<file path="src/rtl/aes_pkg.sv">
// rtl/aes_pkg.sv - AES GF(2^8) types and InvMixColumns constant multipliers.
package aes_pkg;

  localparam logic [7:0] AES_POLY = 8'h1b;

  typedef logic [7:0] byte_t;
  // Index 0 is the most significant byte of a packed column, i.e. row 0.
  typedef byte_t [0:3] col_t;

  function automatic byte_t xtime(input byte_t b);
    return {b[6:0], 1'b0} ^ (b[7] ? AES_POLY : 8'h00);
  endfunction

  function automatic byte_t gmul9(input byte_t b);
    byte_t x8;
    x8 = xtime(xtime(xtime(b)));
    return x8 ^ b;
  endfunction

  function automatic byte_t gmul11(input byte_t b);
    byte_t x2, x8;
    x2 = xtime(b);
    x8 = xtime(xtime(x2));
    return x8 ^ x2 ^ b;
  endfunction

  function automatic byte_t gmul13(input byte_t b);
    byte_t x4, x8;
    x4 = xtime(xtime(b));
    x8 = xtime(x4);
    return x8 ^ x4 ^ b;
  endfunction

  function automatic byte_t gmul14(input byte_t b);
    byte_t x2, x4, x8;
    x2 = xtime(b);
    x4 = xtime(x2);
    x8 = xtime(x4);
    return x8 ^ x4 ^ x2;
  endfunction

endpackage

</file>
<file path="src/rtl/inv_mix_column_word.sv">
// rtl/inv_mix_column_word.sv - combinational InvMixColumns of one 32-bit column.
module inv_mix_column_word
  import aes_pkg::*;
(
  input  logic [31:0] col_in,
  output logic [31:0] col_out
);

  col_t a;
  col_t r;

  always_comb begin
    a = col_in;
    r[0] = gmul14(a[0]) ^ gmul11(a[1]) ^ gmul13(a[2]) ^ gmul9(a[3]);
    r[1] = gmul9(a[0])  ^ gmul14(a[1]) ^ gmul11(a[2]) ^ gmul13(a[3]);
    r[2] = gmul13(a[0]) ^ gmul9(a[1])  ^ gmul14(a[2]) ^ gmul11(a[3]);
    r[3] = gmul11(a[0]) ^ gmul13(a[1]) ^ gmul9(a[2])  ^ gmul14(a[3]);
    col_out = r;
  end

endmodule

</file>
<file path="src/rtl/inv_mix_columns_seq.sv">
// rtl/inv_mix_columns_seq.sv - sequential InvMixColumns, COLS_PER_CYCLE columns per clock.
module inv_mix_columns_seq
  import aes_pkg::*;
#(
  parameter int COLS_PER_CYCLE = 1
) (
  input  logic         clk,
  input  logic         rst_n,
  input  logic         in_valid,
  output logic         in_ready,
  input  logic [127:0] state_in,
  output logic         out_valid,
  input  logic         out_ready,
  output logic [127:0] state_out
);

  typedef enum logic [1:0] {ST_IDLE, ST_BUSY, ST_DONE} state_e;

  localparam logic [1:0] LAST_CNT = 2'(4 - COLS_PER_CYCLE);
  localparam logic [1:0] CNT_STEP = 2'(COLS_PER_CYCLE);

  state_e             state_q, state_d;
  logic [1:0]         col_cnt_q, col_cnt_d;
  // Index 0 is column 0, held in the top 32 bits of the state.
  logic [0:3][31:0]   work_q, work_d;
  logic [31:0]        sel_col [COLS_PER_CYCLE];
  logic [31:0]        mix_col [COLS_PER_CYCLE];

  for (genvar g = 0; g < COLS_PER_CYCLE; g++) begin : g_col
    inv_mix_column_word u_word (
      .col_in  (sel_col[g]),
      .col_out (mix_col[g])
    );
  end

  always_comb begin
    for (int g = 0; g < COLS_PER_CYCLE; g++) begin
      sel_col[g] = work_q[col_cnt_q + 2'(g)];
    end
  end

  always_comb begin
    state_d   = state_q;
    col_cnt_d = col_cnt_q;
    work_d    = work_q;
    in_ready  = 1'b0;
    out_valid = 1'b0;
    state_out = '0;
    unique case (state_q)
      ST_IDLE: begin
        in_ready = 1'b1;
        if (in_valid) begin
          work_d    = state_in;
          col_cnt_d = '0;
          state_d   = ST_BUSY;
        end
      end
      ST_BUSY: begin
        for (int g = 0; g < COLS_PER_CYCLE; g++) begin
          work_d[col_cnt_q + 2'(g)] = mix_col[g];
        end
        col_cnt_d = col_cnt_q + CNT_STEP;
        if (col_cnt_q == LAST_CNT) state_d = ST_DONE;
      end
      ST_DONE: begin
        out_valid = 1'b1;
        state_out = work_q;
        if (out_ready) state_d = ST_IDLE;
      end
      default: state_d = ST_IDLE;
    endcase
  end

  always_ff @(posedge clk or negedge rst_n) begin
    if (!rst_n) begin
      state_q   <= ST_IDLE;
      col_cnt_q <= '0;
      work_q    <= '0;
    end else begin
      state_q   <= state_d;
      col_cnt_q <= col_cnt_d;
      work_q    <= work_d;
    end
  end

endmodule

</file>
<file path="config.mk">
export PLATFORM = sky130hd
export DESIGN_NAME = inv_mix_columns_seq
export DESIGN_NICKNAME = d
export VERILOG_FILES = /design/src/rtl/aes_pkg.sv /design/src/rtl/inv_mix_column_word.sv /design/src/rtl/inv_mix_columns_seq.sv
export SDC_FILE = /design/constraint.sdc
export NUM_CORES = 1
export LEC_CHECK = 0
export BUFFER_PORTS_ARGS = -buffer_cell sky130_fd_sc_hd__buf_2
export CAP_MARGIN = 20
export CORE_AREA = 2 2 152 154
export CTS_CLUSTER_SIZE = 12
export DETAILED_ROUTE_END_ITERATION = 7
export DIE_AREA = 0 0 154 156
export GPL_ROUTABILITY_DRIVEN = 0
export PLACE_DENSITY_LB_ADDON = 0.2
export SETUP_SLACK_MARGIN = 0.15
export SLEW_MARGIN = 5
export SYNTH_ARGS = -nofsm -noshare
export SYNTH_HDL_FRONTEND = slang
export SYNTH_SLANG_ARGS = --single-unit
</file>
<file path="constraint.sdc">
create_clock -name clk -period 3.8 [get_ports clk]
set_input_delay 0.38 -clock clk [delete_from_list [all_inputs] [get_ports clk]]
set_output_delay 0.38 -clock clk [all_outputs]
set_load 0.005 [all_outputs]
</file>
== After elaboration in Yosys (flattened, before gate mapping) ==
Index checks and enable logic that the tools add are counted.

* Logic and storage cells: 98
* Output and inout port bits: 130
* Register bits: 132
* Input port bits: 132

* $lt $le $gt $ge: 2
* Muxes and demuxes: 29
* Reductions and logical operators: 5
* Bitwise gates (word level): 49
* Add/sub/neg operators: 1
* Equal/unequal tests: 6

{| class="wikitable"
|+ Operator list
! cell !! number
|-
| $xor A8 B8 Y8 || 47
|-
| $mux W128 || 2
|-
| $pmux W128 S2 || 1
|-
| $bwmux W128 || 1
|-
| $mux W32 || 3
|-
| $bmux W32 S2 || 1
|-
| $demux W32 S2 || 1
|-
| $mux W5 || 12
|-
| $mux W2 || 4
|-
| $xor A8 B5 Y8 || 1
|-
| $ne A2 B2 Y1 const B || 3
|-
| $pmux W2 S3 || 1
|-
| $eq A2 B2 Y1 const B || 2
|-
| $pmux W2 S2 || 1
|-
| $ge A3 B3 Y1 const B || 1
|-
| $lt A3 B1 Y1 const B || 1
|-
| $not A2 Y3 || 1
|-
| $reduce_and A3 Y1 || 1
|-
| $add A2 B1 Y2 const B || 1
|-
| $eq A2 B1 Y1 const B || 1
|-
| $logic_not A2 Y1 || 1
|-
| $mux W1 || 2
|-
| $reduce_and A2 Y1 || 1
|-
| $reduce_bool A2 Y1 || 1
|-
| $logic_and A1 B1 Y1 || 1
|}

== Depth between registers and ports, before layout ==
Gate-level depths: netlist (run 1).

* Depth in word-level cells: 17
* Depth in mapped cells: 11
* Depth with buffers taken out: 7

== Modules after synthesis ==
A second synthesis (run 1) with hierarchy kept.

* Cell total of the unflattened synthesis: 1113
* Area, all modules: 11496.0 µm²

{| class="wikitable"
|+ By module, submodules not included
! module !! cells an instance !! area an instance (µm²) !! sequential area each (µm²) !! instances
|-
| inv_mix_columns_seq || 896 || 9162.5 || 3303.2 || 1
|-
| inv_mix_column_word || 217 || 2333.5 || 0.0 || 1
|}

== Worst setup path after synthesis (run 1) ==
OpenSTA, ideal clock, no wires.

* Kind: register to register
* Start point: register col_cnt_q[0]
* End point: register work_q[3] (netlist name)
* Data required time: 3663 ps
* Period minus slack after synthesis: 3201 ps
* Stages on the path, launching flop included: 11
* Library setup time: 137 ps
* Path buffers: 3
* Path slack: 599 ps
* Arrival time: 3064 ps
* Cell sequence: dfrtp_1 > buf_6 > buf_12 > mux4_2 > buf_4 > xor2_1 > xnor3_2 > xor2_1 > xor3_1 > a22oi_1 > a21oi_1

* Cells in the longest elaborated chain, start to end: 15
* Elaborated cells between the ends (all ways): 43
* Classes of those cells: order compare: 2; mux: 17; bitwise: 23; reduce/logical: 1

{| class="wikitable"
|+ Ends and longest elaborated chain
! what !! RTL line !! source
|-
| from (decl) || inv_mix_columns_seq.sv:23 || <nowiki>logic [1:0] col_cnt_q, col_cnt_d;</nowiki>
|-
| from (signal assigned) || inv_mix_columns_seq.sv:81 || <nowiki>col_cnt_q <= col_cnt_d;</nowiki>
|-
| $not A2 Y3 (implied by the code) * || inv_mix_columns_seq.sv:38, inv_mix_columns_seq.sv:60 ||
|-
| $bmux W32 S2 || inv_mix_columns_seq.sv:38 || <nowiki>sel_col[g] = work_q[col_cnt_q + 2'(g)];</nowiki>
|-
| $mux W32 (implied by the code) (2 in series) || inv_mix_columns_seq.sv:38 ||
|-
| $mux W5 / $xor A8 B8 Y8 (equally long branches) || aes_pkg.sv:11 || <nowiki>return {b[6:0], 1'b0} ^ (b[7] ? AES_POLY : 8'h00);</nowiki>
|-
| $xor A8 B8 Y8 || aes_pkg.sv:11 ||
|-
| $xor A8 B8 Y8 / $mux W5 (equally long branches) || aes_pkg.sv:11 ||
|-
| $xor A8 B8 Y8 || aes_pkg.sv:11 ||
|-
| $xor A8 B8 Y8 (on tied branches) (2 in series) || aes_pkg.sv:24, aes_pkg.sv:31 ||
|-
| $xor A8 B8 Y8 (3 in series) || inv_mix_column_word.sv:17 || <nowiki>r[3] = gmul11(a[0]) ^ gmul13(a[1]) ^ gmul9(a[2]) ^ gmul14(a[3]);</nowiki>
|-
| $bwmux W128 * || inv_mix_columns_seq.sv:60 || <nowiki>work_d[col_cnt_q + 2'(g)] = mix_col[g];</nowiki>
|-
| $pmux W128 S2 * || inv_mix_columns_seq.sv:49 || <nowiki>unique case (state_q)</nowiki>
|-
| to (signal assigned) || inv_mix_columns_seq.sv:82 || <nowiki>work_q <= work_d;</nowiki>
|-
| to (decl) || inv_mix_columns_seq.sv:25 || <nowiki>logic [0:3][31:0] work_q, work_d;</nowiki>
|}

Every way passes the cells marked *; elsewhere a longest branch is shown, timed or not. The select of a mux whose other input is x is not followed.
A chain may end at the register's enable or synchronous reset.

== Worst setup path in the final report (run 1) ==
Same ends and word-level chain as after synthesis.

==> results.sh, run 1 <==
export IMPL_reg2regPathDepth=8
export IMPL_htreeDepth=4
export IMPL_numCtsBuffers=17
export IMPL_tightest_slew_ns=0.944
export IMPL_cp_required_ns=4.08
export IMPL_dieArea_sq_um=24000
export IMPL_nNetsFinal=1349
export IMPL_r2r_slack_ns=0.22
export IMPL_crit_arrival_ns=3.86
export IMPL_cts_tree="yes"
export IMPL_clkSinkCount=132
export IMPL_areaGrowthSynthToFinish_pct=23.0
export IMPL_routedWlPerCell_um=23.4
export IMPL_portBuffers=261
export IMPL_r2r_start="col_cnt_q[0]"
export IMPL_ys_ff_latch=132
export IMPL_rows=55
export IMPL_initial_utilization_pct=44.1
export IMPL_grt_total_usage_pct=29.3
export IMPL_path_clk_slew_ns=0.06
export IMPL_setup_violations=0
export IMPL_timing_fmax_mhz=280
export IMPL_grt_max_degree=98
export IMPL_synth_main_ff_cell="dfrtp_1"
export IMPL_cp_depth=8
export IMPL_path_cells="buf_4, mux4_2, xnor2_2, xnor3_2, xor2_1, xor3_2, a22oi_1, a21oi_1"
export IMPL_die_w_um=154
export IMPL_synthCells=988
export IMPL_synth_distinct_cells=32
export IMPL_drt_vias_per_instance=5.78
export IMPL_cp_max_fo=8
export IMPL_maxCapViolCount=0
export IMPL_synth_area_sq_um=9860
export IMPL_relSlewSlack_pct=37.1
export IMPL_fill_cells=1989
export IMPL_synth_area_per_cell_sq_um=9.98
export IMPL_start_kind="flip-flop"
export IMPL_finalCritPeriodShare_pct=94.1
export IMPL_grt_ovfl_total=0
export IMPL_core_sq_um=22400
export IMPL_use_met1_pct=40.1
export IMPL_place_hpwl_mm=25.9
export IMPL_holdWs_ns=0.0519
export IMPL_grt_busiest_layer="met2"
export IMPL_status="finished clean"
export IMPL_synth_edff_count=0
export IMPL_setup_tns_ns=0
export IMPL_cts_root_buf="clkbuf_16"
export IMPL_yosys_warnings=0
export IMPL_drive_gt1_share_pct=31.3
export IMPL_dr_pass1_iters=5
export IMPL_syn_nets=1124
export IMPL_grt_pass1_wl_mm=52.7
export IMPL_rsz0062_at_grt="false"
export IMPL_cts_hold_buf=0
export IMPL_endpoint_kind="flip-flop"
export IMPL_fin_util_pct=54.2
export IMPL_met3_usage_pct=5.19
export IMPL_r2r_end="work_q[3]"
export IMPL_yosysSeqAreaShare_pct=33.5
export IMPL_clock_tree_buffer_depth=2
export IMPL_die_y_um=156
export IMPL_worst_setup_path_type="flip-flop to flip-flop"
export IMPL_netlist_top_cells_area="dfrtp_1, xnor2_1, and2_1"
export IMPL_hold_class="input port to async pin"
export IMPL_yosysTopAreaCell="dfrtp_1"
export IMPL_clk_insertion_delay_late_ns=0.42
export IMPL_io_pins=262
export IMPL_cp_top_family="XOR/XNOR gates"
export IMPL_wl_mm=35.4
export IMPL_synth_common_cells="and2_1, dfrtp_1, a21oi_1, nor2_1, xnor2_1"
export IMPL_slew_violations=0
export IMPL_grt_pass1_vias=8667
export IMPL_use_met2_pct=47.8
export IMPL_antenna_found_initial=3
export IMPL_drt_iter0_drc=765
export IMPL_fin_crit_ns=3.58
export IMPL_synth_top_cell_area_share_pct=33.5
export IMPL_cp_slowest_cell="mux4_2"
export IMPL_ys_async_sr_fraction_pct=100
export IMPL_antenna_left=0
export IMPL_vias=8746
export IMPL_slowest_delay_ns=0.68
export IMPL_drc_errors=0
export IMPL_path_buf_inv=1
export IMPL_hold_viol=0
export IMPL_clock_skew_ns=0.0118
what timing repair did:
item | CTS | global route
setup endpoints to repair | 0 | 4
gates resized for setup | 0 | 2
buffers inserted | 0 | 0
cell usage in the layout (no fill, tap or decap), types with 12 or more instances in the layout:
cell       synthesis  routed
a2bb2oi_1         76      76
nor2_1           125     125
dfrtp_1          132     130
clkbuf_16          0      17
xor2_1            32      32
mux4_2            31      31
nand2_1           14      14
and2_1           132     132
xnor2_2           11      12
a21oi_1          129     125
xnor2_1          111     110
xnor3_1           22      22
buf_4              8      29
buf_2             14     260
a22oi_1           48      48
worst reg2reg max path, stage by stage (launching register included):
cell	delay (ns)
dfrtp_2	0.47
buf_4	0.25
mux4_2	0.68
xnor2_2	0.35
xnor3_2	0.46
xor2_1	0.35
xor3_2	0.60
a22oi_1	0.19
a21oi_1	0.09
registers in the layout (all words and copies together), names as in the netlist:
| signal | count |
|---|---|
| work_q | 128 |
| col_cnt_q | 2 |
| state_q | 2 |
metal layers:
layer  part of all wire [%]  vias to the layer above
met5                  0.037                        -
met4                    2.1                        2
met3                    7.7                       55
met2                     49                      472
met1                     41                     4317
li1                       -                     3900
per-stage QoR:
stage / instances / instance area [sq um] / setup slack [ns]
final: 1513 / 12100 / 0.224
after global routing: 1512 / 12100 / 0.158
after CTS: 1510 / 12100 / 0.232
after floorplan: 988 / 9860 / 0.599
after detailed placement: 1478 / 11500 / 0.239
after global placement: 1476 / 11400 / 0.307
worst max path at each step:
stage	from	to	slack, ns
2_1_floorplan	col_cnt_q[0]	work_q[3]	0.60
3_3_place_gp	col_cnt_q[0]	work_q[3]	0.31
3_5_place_dp	col_cnt_q[0]	work_q[3]	0.24
4_1_cts	col_cnt_q[0]	work_q[3]	0.23
5_1_grt	col_cnt_q[0]	work_q[3]	0.16
6_report	col_cnt_q[0]	work_q[3]	0.22
cell families after synthesis:
group                    synth area share [%]
AO/OA/AOI/OAI                            17.8
XOR/XNOR                                 22.3
adder cells (fa/ha/maj)                 0.508
buffers and inverters                    4.57
flip-flops                               33.5
multiplexers                             7.35
AND/OR/NAND/NOR                          14.0
final cells by class:
cell class / count / area (sq um) / share of cell area, %
multi-input cells: 764 / 6180 / 50.9
clock buffers: 19 / 433 / 3.57
well taps: 285 / 357 / 2.94
repair buffers: 296 / 1660 / 13.7
inverters: 2 / 7.51 / 0.0619
diodes: 2 / 5.00 / 0.0413
clock inverters: 13 / 183 / 1.51
flip-flops and latches: 132 / 3310 / 27.3
Power of run 1 is left out: the tool's default activity adds up to more than one toggle a clock period on the data nets, which glitch-free logic cannot reach.
==> run 2: changes to the inputs <==
--- a/config.mk
+++ b/config.mk
@@ -12,7 +12,7 @@
 export DETAILED_ROUTE_END_ITERATION = 7
 export DIE_AREA = 0 0 154 156
 export GPL_ROUTABILITY_DRIVEN = 0
-export PLACE_DENSITY_LB_ADDON = 0.2
+export PLACE_DENSITY = 0.71
 export SETUP_SLACK_MARGIN = 0.15
 export SLEW_MARGIN = 5
 export SYNTH_ARGS = -nofsm -noshare
==> run 2 against run 1 <==
Cell count grew 0.20%. Register-to-register slack gained 0.16 ns. First-iteration DRC count grew 25%.
==> results.sh, run 2 (synthesized netlist as in run 1, its figures left out) <==
export IMPL_status="finished clean"
export IMPL_tightest_slew_ns=0.911
export IMPL_place_hpwl_mm=25.4
export IMPL_numCtsBuffers=17
export IMPL_grt_pass1_vias=8963
export IMPL_wl_mm=35.2
export IMPL_nNetsFinal=1354
export IMPL_areaGrowthSynthToFinish_pct=23.0
export IMPL_drt_iter0_drc=956
export IMPL_dr_pass1_iters=6
export IMPL_r2r_end="work_q[59]"
export IMPL_cp_required_ns=4.16
export IMPL_grt_busiest_layer="met2"
export IMPL_fin_area_sq_um=12100
export IMPL_post_cts_buffers=0
export IMPL_r2r_slack_ns=0.39
export IMPL_clock_skew_ns=0.00872
export IMPL_reg2regPathDepth=8
export IMPL_largest_reg_flops=128
export IMPL_htreeDepth=4
export IMPL_rows=55
export IMPL_timing_fmax_mhz=293
export IMPL_post_cts_resized=0
export IMPL_vias=8840
export IMPL_top_regs="work_q x128, col_cnt_q x2, state_q x2"
export IMPL_grt_pass1_wl_mm=52.4
export IMPL_clkSinkCount=132
export IMPL_grt_max_degree=107
export IMPL_drt_vias_per_instance=5.83
export IMPL_relSlewSlack_pct=39.3
export IMPL_antenna_left=0
export IMPL_use_met2_pct=47.7
export IMPL_portBuffers=261
export IMPL_largest_register="work_q"
export IMPL_die_w_um=154
export IMPL_cts_tree="yes"
export IMPL_hold_class="input port to async pin"
export IMPL_setup_violations=0
export IMPL_worst_setup_path_type="flip-flop to flip-flop"
export IMPL_cts_root_buf="clkbuf_16"
export IMPL_final_cell_mix="buf_2, and2_1, dfrtp_1, nor2_1, a21oi_1"
export IMPL_drc_errors=0
export IMPL_place_area_sq_um=11500
export IMPL_drive_gt1_share_pct=31.5
export IMPL_initial_utilization_pct=44.1
export IMPL_fill_cells=1988
export IMPL_slew_violations=0
export IMPL_grt_total_usage_pct=29.0
export IMPL_crit_arrival_ns=3.77
export IMPL_r2r_start="col_cnt_q[0]"
export IMPL_start_kind="flip-flop"
export IMPL_dieArea_sq_um=24000
export IMPL_antenna_found_initial=2
export IMPL_io_pins=262
export IMPL_cts_hold_buf=0
export IMPL_setup_tns_ns=0
export IMPL_die_y_um=156
export IMPL_routedWlPerCell_um=23.2
export IMPL_core_sq_um=22400
export IMPL_maxCapViolCount=0
export IMPL_cp_max_fo=20
export IMPL_use_met1_pct=36.6
export IMPL_path_clk_slew_ns=0.06
export IMPL_clock_tree_buffer_depth=2
export IMPL_fin_crit_ns=3.41
export IMPL_finalCritPeriodShare_pct=89.8
export IMPL_met3_usage_pct=6.61
export IMPL_rsz0062_at_grt="false"
export IMPL_clk_insertion_delay_late_ns=0.44
export IMPL_grt_ovfl_total=0
export IMPL_final_common_cell="buf_2"
export IMPL_endpoint_kind="flip-flop"
export IMPL_hold_viol=0
[run 2: cell types whose count changed in the layout (fill, tap and decap cells not counted), moves of 2 or more]
cell        previous run  this run
buf_16                 2         0
clkinv_4               3         1
clkbuf_1               2         0
buf_4                 29        34
clkbuf_8               0         2
clkinv_2               4         2
clkinvlp_4             1         5
[run 2: routing by layer]
layer	share of wire [%]	wire length (um)	up-vias
met5	0.037	13	-
met4	4.1	1430	2
met3	9.5	3340	114
met2	49	17200	540
met1	38	13300	4278
li1	-	-	3906
[run 2: worst max path at each step]
| stage | startpoint | slack (ns) | end |
|---|---|---|---|
| after detailed placement | col_cnt_q[0] | 0.41 | work_q[67] |
| after global placement | col_cnt_q[0] | 0.50 | work_q[3] |
| after floorplan | col_cnt_q[0] | 0.60 | work_q[3] |
| final | col_cnt_q[0] | 0.39 | work_q[59] |
| after CTS | col_cnt_q[0] | 0.40 | work_q[59] |
| after global routing | col_cnt_q[0] | 0.20 | work_q[102] |
[run 2: area by class of cell]
type | count | area, sq um | area share, %
repair buffers | 301 | 1680 | 13.8
well taps | 285 | 357 | 2.94
flip-flops and latches | 132 | 3310 | 27.3
diodes | 1 | 2.50 | 0.0206
inverters | 2 | 7.51 | 0.0619
clock buffers | 19 | 453 | 3.74
multi-input cells | 764 | 6170 | 50.9
clock inverters | 12 | 155 | 1.28
[run 2: metrics by stage]
step / setup slack, ns / util, % / std cells / hold WS [ns]
global placement: 0.504 / 51.4 / 1482 / 0.510
CTS: 0.396 / 54.1 / 1513 / 0.0583
finish: 0.388 / 54.2 / 1516 / 0.0301
floorplan: 0.599 / - / 988 / 0.0844
global route: 0.203 / 54.2 / 1516 / 0.0805
detailed placement: 0.414 / 51.4 / 1482 / 0.513
[run 2: critical path, cell delays in order, from the launching register on]
cell       delay (ns)
dfrtp_2          0.40
buf_12           0.22
mux4_2           0.68
xnor2_4          0.31
xor3_1           0.51
xor2_1           0.29
xnor3_1          0.54
a2bb2oi_1        0.19
a21oi_1          0.18
Power of run 2 is left out for the same reason.
==> run 3: changes to the inputs <==
--- a/config.mk
+++ b/config.mk
@@ -12,7 +12,7 @@
 export DETAILED_ROUTE_END_ITERATION = 7
 export DIE_AREA = 0 0 154 156
 export GPL_ROUTABILITY_DRIVEN = 0
-export PLACE_DENSITY = 0.71
+export PLACE_DENSITY = 0.8
 export SETUP_SLACK_MARGIN = 0.15
 export SLEW_MARGIN = 5
 export SYNTH_ARGS = -nofsm -noshare
==> run 3 against run 2 <==
First-iteration DRC count grew 14%. Setup slack lost 0.15 ns. Sequential cell count is the same. Global-route usage shrank 0.30 points. Final area grew 0.41%. Largest cell class unchanged.
==> results.sh, run 3 (synthesized netlist as in run 1, its figures left out) <==
export IMPL_cp_slowest_cell="mux4_2"
export IMPL_clkSinkCount=132
export IMPL_maxCapViolCount=0
export IMPL_endpoint_kind="flip-flop"
export IMPL_portBuffers=261
export IMPL_drc_errors=0
export IMPL_slowest_delay_ns=0.71
export IMPL_fill_cells=1863
export IMPL_hold_class="input port to async pin"
export IMPL_numCtsBuffers=17
export IMPL_cp_required_ns=4.09
export IMPL_antenna_cells=0
export IMPL_rows=55
export IMPL_clk_insertion_delay_late_ns=0.44
export IMPL_io_pins=262
export IMPL_hold_viol=0
export IMPL_rsz0062_at_grt="true"
export IMPL_grt_max_degree=99
export IMPL_core_sq_um=22400
export IMPL_dr_pass1_iters=5
export IMPL_path_buf_inv=2
export IMPL_worst_setup_path_type="flip-flop to flip-flop"
export IMPL_grt_pass1_vias=8956
export IMPL_relSlewSlack_pct=18.7
export IMPL_largest_register="work_q"
export IMPL_cts_tree="yes"
export IMPL_holdWs_ns=0.0738
export IMPL_start_kind="flip-flop"
export IMPL_path_cells="buf_12, mux4_2, xnor2_4, xnor3_1, xnor3_1, xnor2_2, buf_4, a2bb2oi_1, a21oi_1"
export IMPL_wl_mm=35.0
export IMPL_dp_cells=1478
export IMPL_drive_gt1_share_pct=31.5
export IMPL_cts_hold_buf=0
export IMPL_cts_root_buf="clkbuf_16"
export IMPL_tightest_slew_ns=1.22
export IMPL_areaGrowthSynthToFinish_pct=23.5
export IMPL_die_w_um=154
export IMPL_dieArea_sq_um=24000
export IMPL_final_cell_mix="buf_2, and2_1, dfrtp_1, nor2_1, a21oi_1"
export IMPL_final_cells=1513
export IMPL_final_common_cell="buf_2"
export IMPL_place_hpwl_mm=24.8
export IMPL_drt_iter0_drc=1088
export IMPL_antenna_left=0
export IMPL_drt_vias_per_instance=6.00
export IMPL_cp_max_fo=28
export IMPL_fin_crit_ns=3.56
export IMPL_setup_tns_ns=0
export IMPL_grt_total_usage_pct=28.7
export IMPL_timing_fmax_mhz=281
export IMPL_critical_path_most_common_cell="xnor3_1"
export IMPL_largest_reg_flops=128
export IMPL_finalCritPeriodShare_pct=93.6
export IMPL_htreeDepth=4
export IMPL_path_clk_slew_ns=0.06
export IMPL_die_y_um=156
export IMPL_startpoint="col_cnt_q[0]"
export IMPL_grt_pass1_wl_mm=52.1
export IMPL_nNetsFinal=1351
export IMPL_vias=9074
export IMPL_routedWlPerCell_um=23.1
export IMPL_initial_utilization_pct=44.1
export IMPL_antenna_found_initial=0
export IMPL_clock_skew_ns=0.0254
export IMPL_slew_violations=0
export IMPL_cp_top_family="XOR/XNOR gates"
export IMPL_clock_tree_buffer_depth=2
export IMPL_fin_util_pct=54.4
export IMPL_status="finished clean"
export IMPL_r2r_start="col_cnt_q[0]"
export IMPL_crit_arrival_ns=3.85
export IMPL_setup_violations=0
export IMPL_grt_ovfl_total=0
export IMPL_top_regs="work_q x128, col_cnt_q x2, state_q x2"
run 3: cell count changes in the layout (fill, tap and decap cells not counted), sizes merged:
cell      change
inv           +6
buf           -3
clkbuf        -2
clkinv        -2
clkinvlp      -2
bufinv        +1
diode         -1
run 3: stage by stage:
step,cell area [sq um],setup WS (ns)
after floorplan,9860,0.599
after global placement,11500,0.289
after detailed placement,11500,0.159
after CTS,12100,0.237
after global routing,12200,0.104
final,12200,0.242
run 3: final cells by class:
| cell class | instances | area (sq um) | area share, % |
|---|---|---|---|
| inverters | 2 | 7.51 | 0.0617 |
| multi-input cells | 764 | 6200 | 50.9 |
| clock inverters | 15 | 218 | 1.79 |
| well taps | 285 | 357 | 2.93 |
| flip-flops and latches | 132 | 3310 | 27.1 |
| clock buffers | 17 | 425 | 3.49 |
| repair buffers | 298 | 1670 | 13.7 |
run 3: per-layer routing:
metal | global-route usage, % | routed length [um] | part of all wire (%)
met5 | 0 | 0 | 0
met3 | 5.83 | 3420 | 9.8
met4 | 15.2 | 1740 | 5.0
met1 | 36.4 | 13100 | 37
met2 | 46.6 | 16700 | 48
run 3: worst paths after layout:
check | cells past startpoint | slack (ns) | end
max | 9 | 0.24 | work_q[124]
min | 1 | 0.07 | work_q[80]
max reg2reg | 9 | 0.24 | work_q[124]
min reg2reg | 1 | 0.53 | work_q[20]
max in group asynchronous | 2 | 2.90 | work_q[75]
min in group clk | 3 | 0.19 | state_q[1]
run 3: timing repair:
action | 4_1_cts | 5_1_grt
setup buffers | 0 | 3
pin swaps | 0 | 0
gates resized for setup | 1 | 2
setup endpoints to repair | 1 | 6
Power of run 3 is left out for the same reason.
